File: config.mk
export PLATFORM = sky130hd
export DESIGN_NAME = axi_lite_write_router
export DESIGN_NICKNAME = d
export VERILOG_FILES = /design/src/rtl/axi_lite_pkg.sv /design/src/rtl/axi_lite_write_router.sv
export SDC_FILE = /design/constraint.sdc
export NUM_CORES = 1
export LEC_CHECK = 0
export BUFFER_PORTS_ARGS = -buffer_cell sky130_fd_sc_hd__buf_2
export CAP_MARGIN = 5
export CORE_ASPECT_RATIO = 1.1
export CORE_MARGIN = 2
export CORE_UTILIZATION = 35
export DETAILED_ROUTE_END_ITERATION = 8
export MAX_ROUTING_LAYER = met4
export PLACE_DENSITY_LB_ADDON = 0.05
export SLEW_MARGIN = 30
export SYNTH_ARGS = -nofsm -noshare
export SYNTH_HDL_FRONTEND = slang
export SYNTH_SLANG_ARGS = --single-unit
export TNS_END_PERCENT = 50
File: constraint.sdc
create_clock -name clk -period 2.16 [get_ports clk]
set_input_delay 0 -clock clk [delete_from_list [all_inputs] [get_ports clk]]
set_output_delay 0 -clock clk [all_outputs]
set_load 0.01 [all_outputs]
File: src/rtl/axi_lite_pkg.sv
// Shared AXI-Lite definitions: response codes, write-router state encoding and
// a one-hot test used by the router's decode step.
package axi_lite_pkg;

    localparam logic [1:0] RESP_OKAY   = 2'b00;
    localparam logic [1:0] RESP_SLVERR = 2'b10;
    localparam logic [1:0] RESP_DECERR = 2'b11;

    typedef enum logic [2:0] {
        IDLE   = 3'd0,
        DECODE = 3'd1,
        FWD    = 3'd2,
        RESP   = 3'd3,
        DERR   = 3'd4,
        MRESP  = 3'd5
    } router_state_e;

    // Exactly one bit set; callers zero-extend narrower selects to 32 bits.
    function automatic logic is_onehot(input logic [31:0] v);
        return (v != 32'd0) && ((v & (v - 32'd1)) == 32'd0);
    endfunction

endpackage

File: src/rtl/axi_lite_write_router.sv
// AXI-Lite write-channel router: steers one master's AW/W to the one-hot
// selected slave and returns its B; bad selects are answered locally with DECERR.
module axi_lite_write_router
    import axi_lite_pkg::*;
#(
    parameter int NUM_SLAVES = 3,
    parameter int ADDR_WIDTH = 32,
    parameter int DATA_WIDTH = 32,
    parameter int CNT_WIDTH  = 8
) (
    input  logic                      clk,
    input  logic                      reset,
    input  logic [NUM_SLAVES-1:0]     i_slave_select,
    input  logic [ADDR_WIDTH-1:0]     i_m_awaddr,
    input  logic                      i_m_awvalid,
    output logic                      o_m_awready,
    input  logic [DATA_WIDTH-1:0]     i_m_wdata,
    input  logic [DATA_WIDTH/8-1:0]   i_m_wstrb,
    input  logic                      i_m_wvalid,
    output logic                      o_m_wready,
    output logic [1:0]                o_m_bresp,
    output logic                      o_m_bvalid,
    input  logic                      i_m_bready,
    output logic [ADDR_WIDTH-1:0]     o_s_awaddr,
    output logic [NUM_SLAVES-1:0]     o_s_awvalid,
    input  logic [NUM_SLAVES-1:0]     i_s_awready,
    output logic [DATA_WIDTH-1:0]     o_s_wdata,
    output logic [DATA_WIDTH/8-1:0]   o_s_wstrb,
    output logic [NUM_SLAVES-1:0]     o_s_wvalid,
    input  logic [NUM_SLAVES-1:0]     i_s_wready,
    input  logic [2*NUM_SLAVES-1:0]   i_s_bresp,
    input  logic [NUM_SLAVES-1:0]     i_s_bvalid,
    output logic [NUM_SLAVES-1:0]     o_s_bready,
    output logic [CNT_WIDTH-1:0]      o_decerr_cnt
);

    router_state_e             state_q, state_d;
    logic [NUM_SLAVES-1:0]     sel_q, sel_d;
    logic                      aw_done_q, aw_done_d;
    logic                      w_done_q, w_done_d;
    logic                      bvalid_q, bvalid_d;
    logic [1:0]                bresp_q, bresp_d;
    logic [CNT_WIDTH-1:0]      cnt_q, cnt_d;

    logic                      m_awready_s;
    logic                      m_wready_s;
    logic [NUM_SLAVES-1:0]     s_awvalid_s;
    logic [NUM_SLAVES-1:0]     s_wvalid_s;
    logic [NUM_SLAVES-1:0]     s_bready_s;
    logic                      sel_bvalid_s;
    logic [1:0]                sel_bresp_s;

    assign o_s_awaddr   = i_m_awaddr;
    assign o_s_wdata    = i_m_wdata;
    assign o_s_wstrb    = i_m_wstrb;
    assign o_m_awready  = m_awready_s;
    assign o_m_wready   = m_wready_s;
    assign o_s_awvalid  = s_awvalid_s;
    assign o_s_wvalid   = s_wvalid_s;
    assign o_s_bready   = s_bready_s;
    assign o_m_bvalid   = bvalid_q;
    assign o_m_bresp    = bresp_q;
    assign o_decerr_cnt = cnt_q;

    // B-channel mux: sel_q is one-hot whenever it is consulted, so OR-ing is exact.
    always_comb begin
        sel_bvalid_s = 1'b0;
        sel_bresp_s  = RESP_OKAY;
        for (int k = 0; k < NUM_SLAVES; k++) begin
            sel_bvalid_s = sel_bvalid_s | (sel_q[k] & i_s_bvalid[k]);
            sel_bresp_s  = sel_bresp_s | ({2{sel_q[k]}} & i_s_bresp[2*k +: 2]);
        end
    end

    // Next-state and combinational handshake outputs.
    always_comb begin
        state_d     = state_q;
        sel_d       = sel_q;
        aw_done_d   = aw_done_q;
        w_done_d    = w_done_q;
        bvalid_d    = bvalid_q;
        bresp_d     = bresp_q;
        cnt_d       = cnt_q;
        m_awready_s = 1'b0;
        m_wready_s  = 1'b0;
        s_awvalid_s = '0;
        s_wvalid_s  = '0;
        s_bready_s  = '0;

        case (state_q)
            IDLE: begin
                if (i_m_awvalid) begin
                    state_d = DECODE;
                end else begin
                    state_d = IDLE;
                end
            end
            DECODE: begin
                sel_d = i_slave_select;
                if (is_onehot(32'(i_slave_select))) begin
                    state_d = FWD;
                end else begin
                    state_d = DERR;
                end
            end
            FWD: begin
                s_awvalid_s = sel_q & {NUM_SLAVES{i_m_awvalid & ~aw_done_q}};
                s_wvalid_s  = sel_q & {NUM_SLAVES{i_m_wvalid & ~w_done_q}};
                m_awready_s = (|(i_s_awready & sel_q)) & ~aw_done_q;
                m_wready_s  = (|(i_s_wready & sel_q)) & ~w_done_q;
                aw_done_d   = aw_done_q | (i_m_awvalid & m_awready_s);
                w_done_d    = w_done_q | (i_m_wvalid & m_wready_s);
                if (aw_done_d && w_done_d) begin
                    state_d = RESP;
                end else begin
                    state_d = FWD;
                end
            end
            RESP: begin
                s_bready_s = sel_q;
                if (sel_bvalid_s) begin
                    bresp_d  = sel_bresp_s;
                    bvalid_d = 1'b1;
                    state_d  = MRESP;
                end else begin
                    state_d = RESP;
                end
            end
            DERR: begin
                // Sink both channels locally; slaves never see this transaction.
                m_awready_s = ~aw_done_q;
                m_wready_s  = ~w_done_q;
                aw_done_d   = aw_done_q | (i_m_awvalid & m_awready_s);
                w_done_d    = w_done_q | (i_m_wvalid & m_wready_s);
                if (aw_done_d && w_done_d) begin
                    bresp_d  = RESP_DECERR;
                    bvalid_d = 1'b1;
                    cnt_d    = (&cnt_q) ? cnt_q : (cnt_q + {{(CNT_WIDTH-1){1'b0}}, 1'b1});
                    state_d  = MRESP;
                end else begin
                    state_d = DERR;
                end
            end
            MRESP: begin
                if (i_m_bready) begin
                    bvalid_d  = 1'b0;
                    sel_d     = '0;
                    aw_done_d = 1'b0;
                    w_done_d  = 1'b0;
                    state_d   = IDLE;
                end else begin
                    state_d = MRESP;
                end
            end
            default: begin
                state_d = IDLE;
            end
        endcase
    end

    // State and registered-output flops.
    always_ff @(posedge clk or posedge reset) begin
        if (reset) begin
            state_q   <= IDLE;
            sel_q     <= '0;
            aw_done_q <= 1'b0;
            w_done_q  <= 1'b0;
            bvalid_q  <= 1'b0;
            bresp_q   <= RESP_OKAY;
            cnt_q     <= '0;
        end else begin
            state_q   <= state_d;
            sel_q     <= sel_d;
            aw_done_q <= aw_done_d;
            w_done_q  <= w_done_d;
            bvalid_q  <= bvalid_d;
            bresp_q   <= bresp_d;
            cnt_q     <= cnt_d;
        end
    end

endmodule

==> results_tabular.tex <==
\begin{tabular}{lr}
\hline
Metric & Value \\
\hline
\multicolumn{2}{l}{\textbf{Logic synthesis}} \\
Area of the mapped netlist & 1677 sq um \\
Most common cell in the netlist & sky130\_fd\_sc\_hd\_\_buf\_4 \\
Number of distinct standard cells referenced by the synthesized netlist & 43 \\
Post-Syn Nets & 279 \\
Leading post-synthesis cells by cell area & sky130\_fd\_sc\_hd\_\_buf\_4 30\%, sky130\_fd\_sc\_hd\_\_dfrtp\_1 28\%, sky130\_fd\_sc\_hd\_\_a31oi\_1 2.2\% \\
Number of synthesized flops with an enable pin & 0 \\
Synth Warn \# & 0 \\
Post-synthesis register bit count & 19 \\
Share of flip-flops with an asynchronous set or reset after synthesis & 100.0\% \\
Share of the synthesized area in the top cell type & 30.45\% \\
Cell taking the most area after synthesis & sky130\_fd\_sc\_hd\_\_buf\_4 \\
Leading post-synthesis cells by instance count & 68 x sky130\_fd\_sc\_hd\_\_buf\_4, 19 x sky130\_fd\_sc\_hd\_\_dfrtp\_1, 9 x sky130\_fd\_sc\_hd\_\_nand2\_1 \\
Synth Instances & 187 \\
Share of synthesized area occupied by flip-flops and latches & between 20\% and 30\% \\
Top\_reg\_cell synth & sky130\_fd\_sc\_hd\_\_dfrtp\_1 \\
Post-Syn Area per Cell & 8.966 sq um \\
\multicolumn{2}{l}{\textbf{Status}} \\
Result of the run & complete, no violations \\
\multicolumn{2}{l}{\textbf{Die}} \\
Total I/O pin count & 181 \\
Placeable core region & 4619 sq um \\
Die Area & 5361 sq um \\
Width of the chip & $\sim$70 um \\
Vertical die dimension & 76.59 um \\
Effective utilization at floorplan & between 30\% and 40\% \\
Number of placement rows & 26 \\
\multicolumn{2}{l}{\textbf{STA}} \\
Pins Over Slew Limit & 0 \\
Final hold violation count & 0 \\
Tightest slew margin relative to the limit & a little under half \\
Number of setup violations in the final report & 0 \\
Worst slew pin tran & 0.8220 ns \\
Fmax & between 500 and 600 MHz \\
RSZ-0062 raised after global routing & no \\
Period minus WS final & 2.000 ns \\
Worst hold margin & 0.00001109 ns \\
Total negative slack for setup checks & 0 ns \\
Maximum clock skew at final layout & 0.01298 ns \\
Post-route clock period utilization & 92.57\% \\
\multicolumn{2}{l}{\textbf{GRT}} \\
Via count of the first global-routing pass & 1300 \\
GRT Residual Overflow & 0 \\
Initial antenna violation count & 0 \\
GRT Util Overall & between 10\% and 20\% \\
First-pass GRT wire length & 7410 um \\
Largest net degree at the start of global routing & 20 \\
\multicolumn{2}{l}{\textbf{Drt}} \\
DR iter-0 viols & 44 \\
Overall via count from detail\_route & about 1200 \\
DRC violations left & 0 \\
Via count normalized by instance count & 5.495 \\
1st-pass router iterations & 4 \\
Routed wire length & 4837 um \\
ANT nets after route & 0 \\
Wire length per cell after detailed routing & 21.79 um \\
\multicolumn{2}{l}{\textbf{Clock network}} \\
CTS Buffer Depth & 2 \\
CTS Root Buffer Type & sky130\_fd\_sc\_hd\_\_clkbuf\_8 \\
Clk Latency, worst-skew pair & 0.26 ns \\
Number of clock sinks seen by CTS & 19 \\
Inserted Clock Buffers & 3 \\
CTS tree & built \\
Post-CTS resize count & 0 \\
Setup fix buffers added after clock tree synthesis & 0 \\
H-tree levels & 1 \\
Clock slew at reported path FFs & 0.09 ns \\
\multicolumn{2}{l}{\textbf{Setup path}} \\
Required arrival time at the worst endpoint & approximately 2.2 ns \\
Worst path bufs/invs & 1 \\
Worst Setup End Kind & primary output \\
Kind of start point of the critical path & register \\
Arrival time of the worst setup path & around 2.0 ns \\
Total stage count of the critical path & 4 \\
Startpoint-to-endpoint class of the critical path & register to primary output \\
Cell-by-cell trace of the critical path & or3b\_2 > nor3b\_1 > and2\_1 > buf\_2 \\
Critical Path Max Stage Delay & 0.54 ns \\
Logic depth of the worst register-to-register path & 4 \\
Maximum fanout count along the critical path & 9 \\
Standard cell with the maximum stage delay on the critical path & sky130\_fd\_sc\_hd\_\_or3b\_2 \\
Cell family with most CP delay & simple AND/OR/NAND/NOR gates \\
\multicolumn{2}{l}{\textbf{Place}} \\
Number of buffer cells added on primary ports & 44 \\
Number of placed cells counting well taps & 214 \\
HPWL after detailed placement & between 3000 and 4000 um \\
RD Place Congestion & 0.7592 \\
\multicolumn{2}{l}{\textbf{Hold path}} \\
Type of the most critical hold path & input pin to primary output \\
Hold depth & 0 \\
\multicolumn{2}{l}{\textbf{Finish}} \\
Util after Layout & between 30\% and 40\% \\
Post-route insts no fill & 222 \\
Area grow syn2layout & -9.702\% \\
Proportion of layout cells with a drive suffix above 1 & around a third \\
Number of antenna repair diodes & 0 \\
Number of nets in the layout & 259 \\
\multicolumn{2}{l}{\textbf{Flow run}} \\
Max capacitance violation total & 0 \\
\multicolumn{2}{l}{\textbf{Power and ir drop}} \\
Leakage power & 0.0007401 uW \\
Pwr dens & $\sim$1200 nW/um\^{}2 \\
Peak supply drop & 383.0 uV \\
\hline
\end{tabular}
metal layers:
layer	up-vias	wire length, um	track usage [%]
li1	539	-	-
met2	101	2514	31.24
met4	0	218	10.00
met1	556	1619	17.43
met3	24	484	6.481
met5	-	0	-
worst register-to-register path, cell delays in order (launching register included):
cell and delay (ns):
sky130_fd_sc_hd__dfrtp_1 0.42, sky130_fd_sc_hd__ha_1 0.22, sky130_fd_sc_hd__and3_1 0.23, sky130_fd_sc_hd__a2111oi_4 0.49, sky130_fd_sc_hd__mux2_2 0.40
final timing paths:
check	start	end	slack, ns
min in group asynchronous	reset	o_decerr_cnt[3]$_DFFE_PP0P_	0.43
min	i_m_awaddr[16]	o_s_awaddr[16]	0.00001
max	state_q[2]$_DFF_PP0_	o_s_awvalid[1]	0.16
max in group asynchronous	reset	aw_done_q$_DFFE_PP0P_	1.20
max reg2reg	o_decerr_cnt[0]$_DFFE_PP0P_	o_decerr_cnt[1]$_DFFE_PP0P_	0.29
min reg2reg	o_decerr_cnt[7]$_DFFE_PP0P_	o_decerr_cnt[7]$_DFFE_PP0P_	0.50
final cells by class:
class,instances,area [sq um]
timing repair buffer,49,267.8
sequential,19,475.5
clock buffer,3,41.29
fill,514,3105
clock inverter,1,7.507
multi-input combinational,90,636.9
tap,56,70.07
inverter,4,15.01
repair_timing:
| item | CTS | global route |
|---|---|---|
| endpoints found under the hold margin | 22 | 0 |
| hold buffers | 4 | 0 |
| setup endpoints to repair | 0 | 0 |
logic make-up (layout without fill, tap and decap cells):
logic type,Yosys count,count (layout),synth area share (%)
flip-flops,19,19,28.36
buffers and inverters,78,57,33.66
multiplexers,3,3,1.940
AO/OA/AOI/OAI,32,32,15.00
AND/OR/NAND/NOR,48,48,17.17
XOR/XNOR,6,6,3.134
adder cells (fa/ha/maj),1,1,0.7461
through the flow:
| stage | power (uW) | setup slack (ns) | cell area (sq um) |
|---|---|---|---|
| final | 1742 | 0.1605 | 1514 |
| after global placement | 1481 | 0.3644 | 1425 |
| after floorplan | 1367 | 0.3909 | 1677 |
| after global routing | 1889 | 0.04810 | 1514 |
| after CTS | 1764 | 0.1374 | 1514 |
| after detailed placement | 1486 | 0.3078 | 1425 |
state kept, by name (all words and copies together), names as in the netlist:
name,count
aw_done_q,1
w_done_q,1
sel_q,3
state_q,3
o_decerr_cnt,8
o_m_bresp,2
o_m_bvalid,1
cells in the final DEF, fill, tap and decap left out, types with 3 or more instances in the layout:
| cell type | instances |
|---|---|
| sky130_fd_sc_hd__nor2_1 | 4 |
| sky130_fd_sc_hd__inv_1 | 4 |
| sky130_fd_sc_hd__a22o_1 | 3 |
| sky130_fd_sc_hd__a31oi_1 | 6 |
| sky130_fd_sc_hd__dfrtp_1 | 19 |
| sky130_fd_sc_hd__o21ai_0 | 4 |
| sky130_fd_sc_hd__buf_2 | 44 |
| sky130_fd_sc_hd__a21oi_1 | 4 |
| sky130_fd_sc_hd__and3_1 | 6 |
| sky130_fd_sc_hd__a222oi_1 | 3 |
| sky130_fd_sc_hd__clkbuf_8 | 3 |
| sky130_fd_sc_hd__nor3_1 | 6 |
| sky130_fd_sc_hd__nand2_1 | 9 |
| sky130_fd_sc_hd__dlygate4sd3_1 | 4 |
| sky130_fd_sc_hd__xnor2_1 | 4 |
| sky130_fd_sc_hd__and2_1 | 6 |
power by group:
part / leakage, uW / internal (uW) / switching (uW)
sequential: 0.000228 / 488 / 214
clock: 0.0000217 / 130 / 131
combinational: 0.000491 / 364 / 417
total: 0.000740 / 981 / 761
No activity file was read; power rests on OpenSTA's default activity.
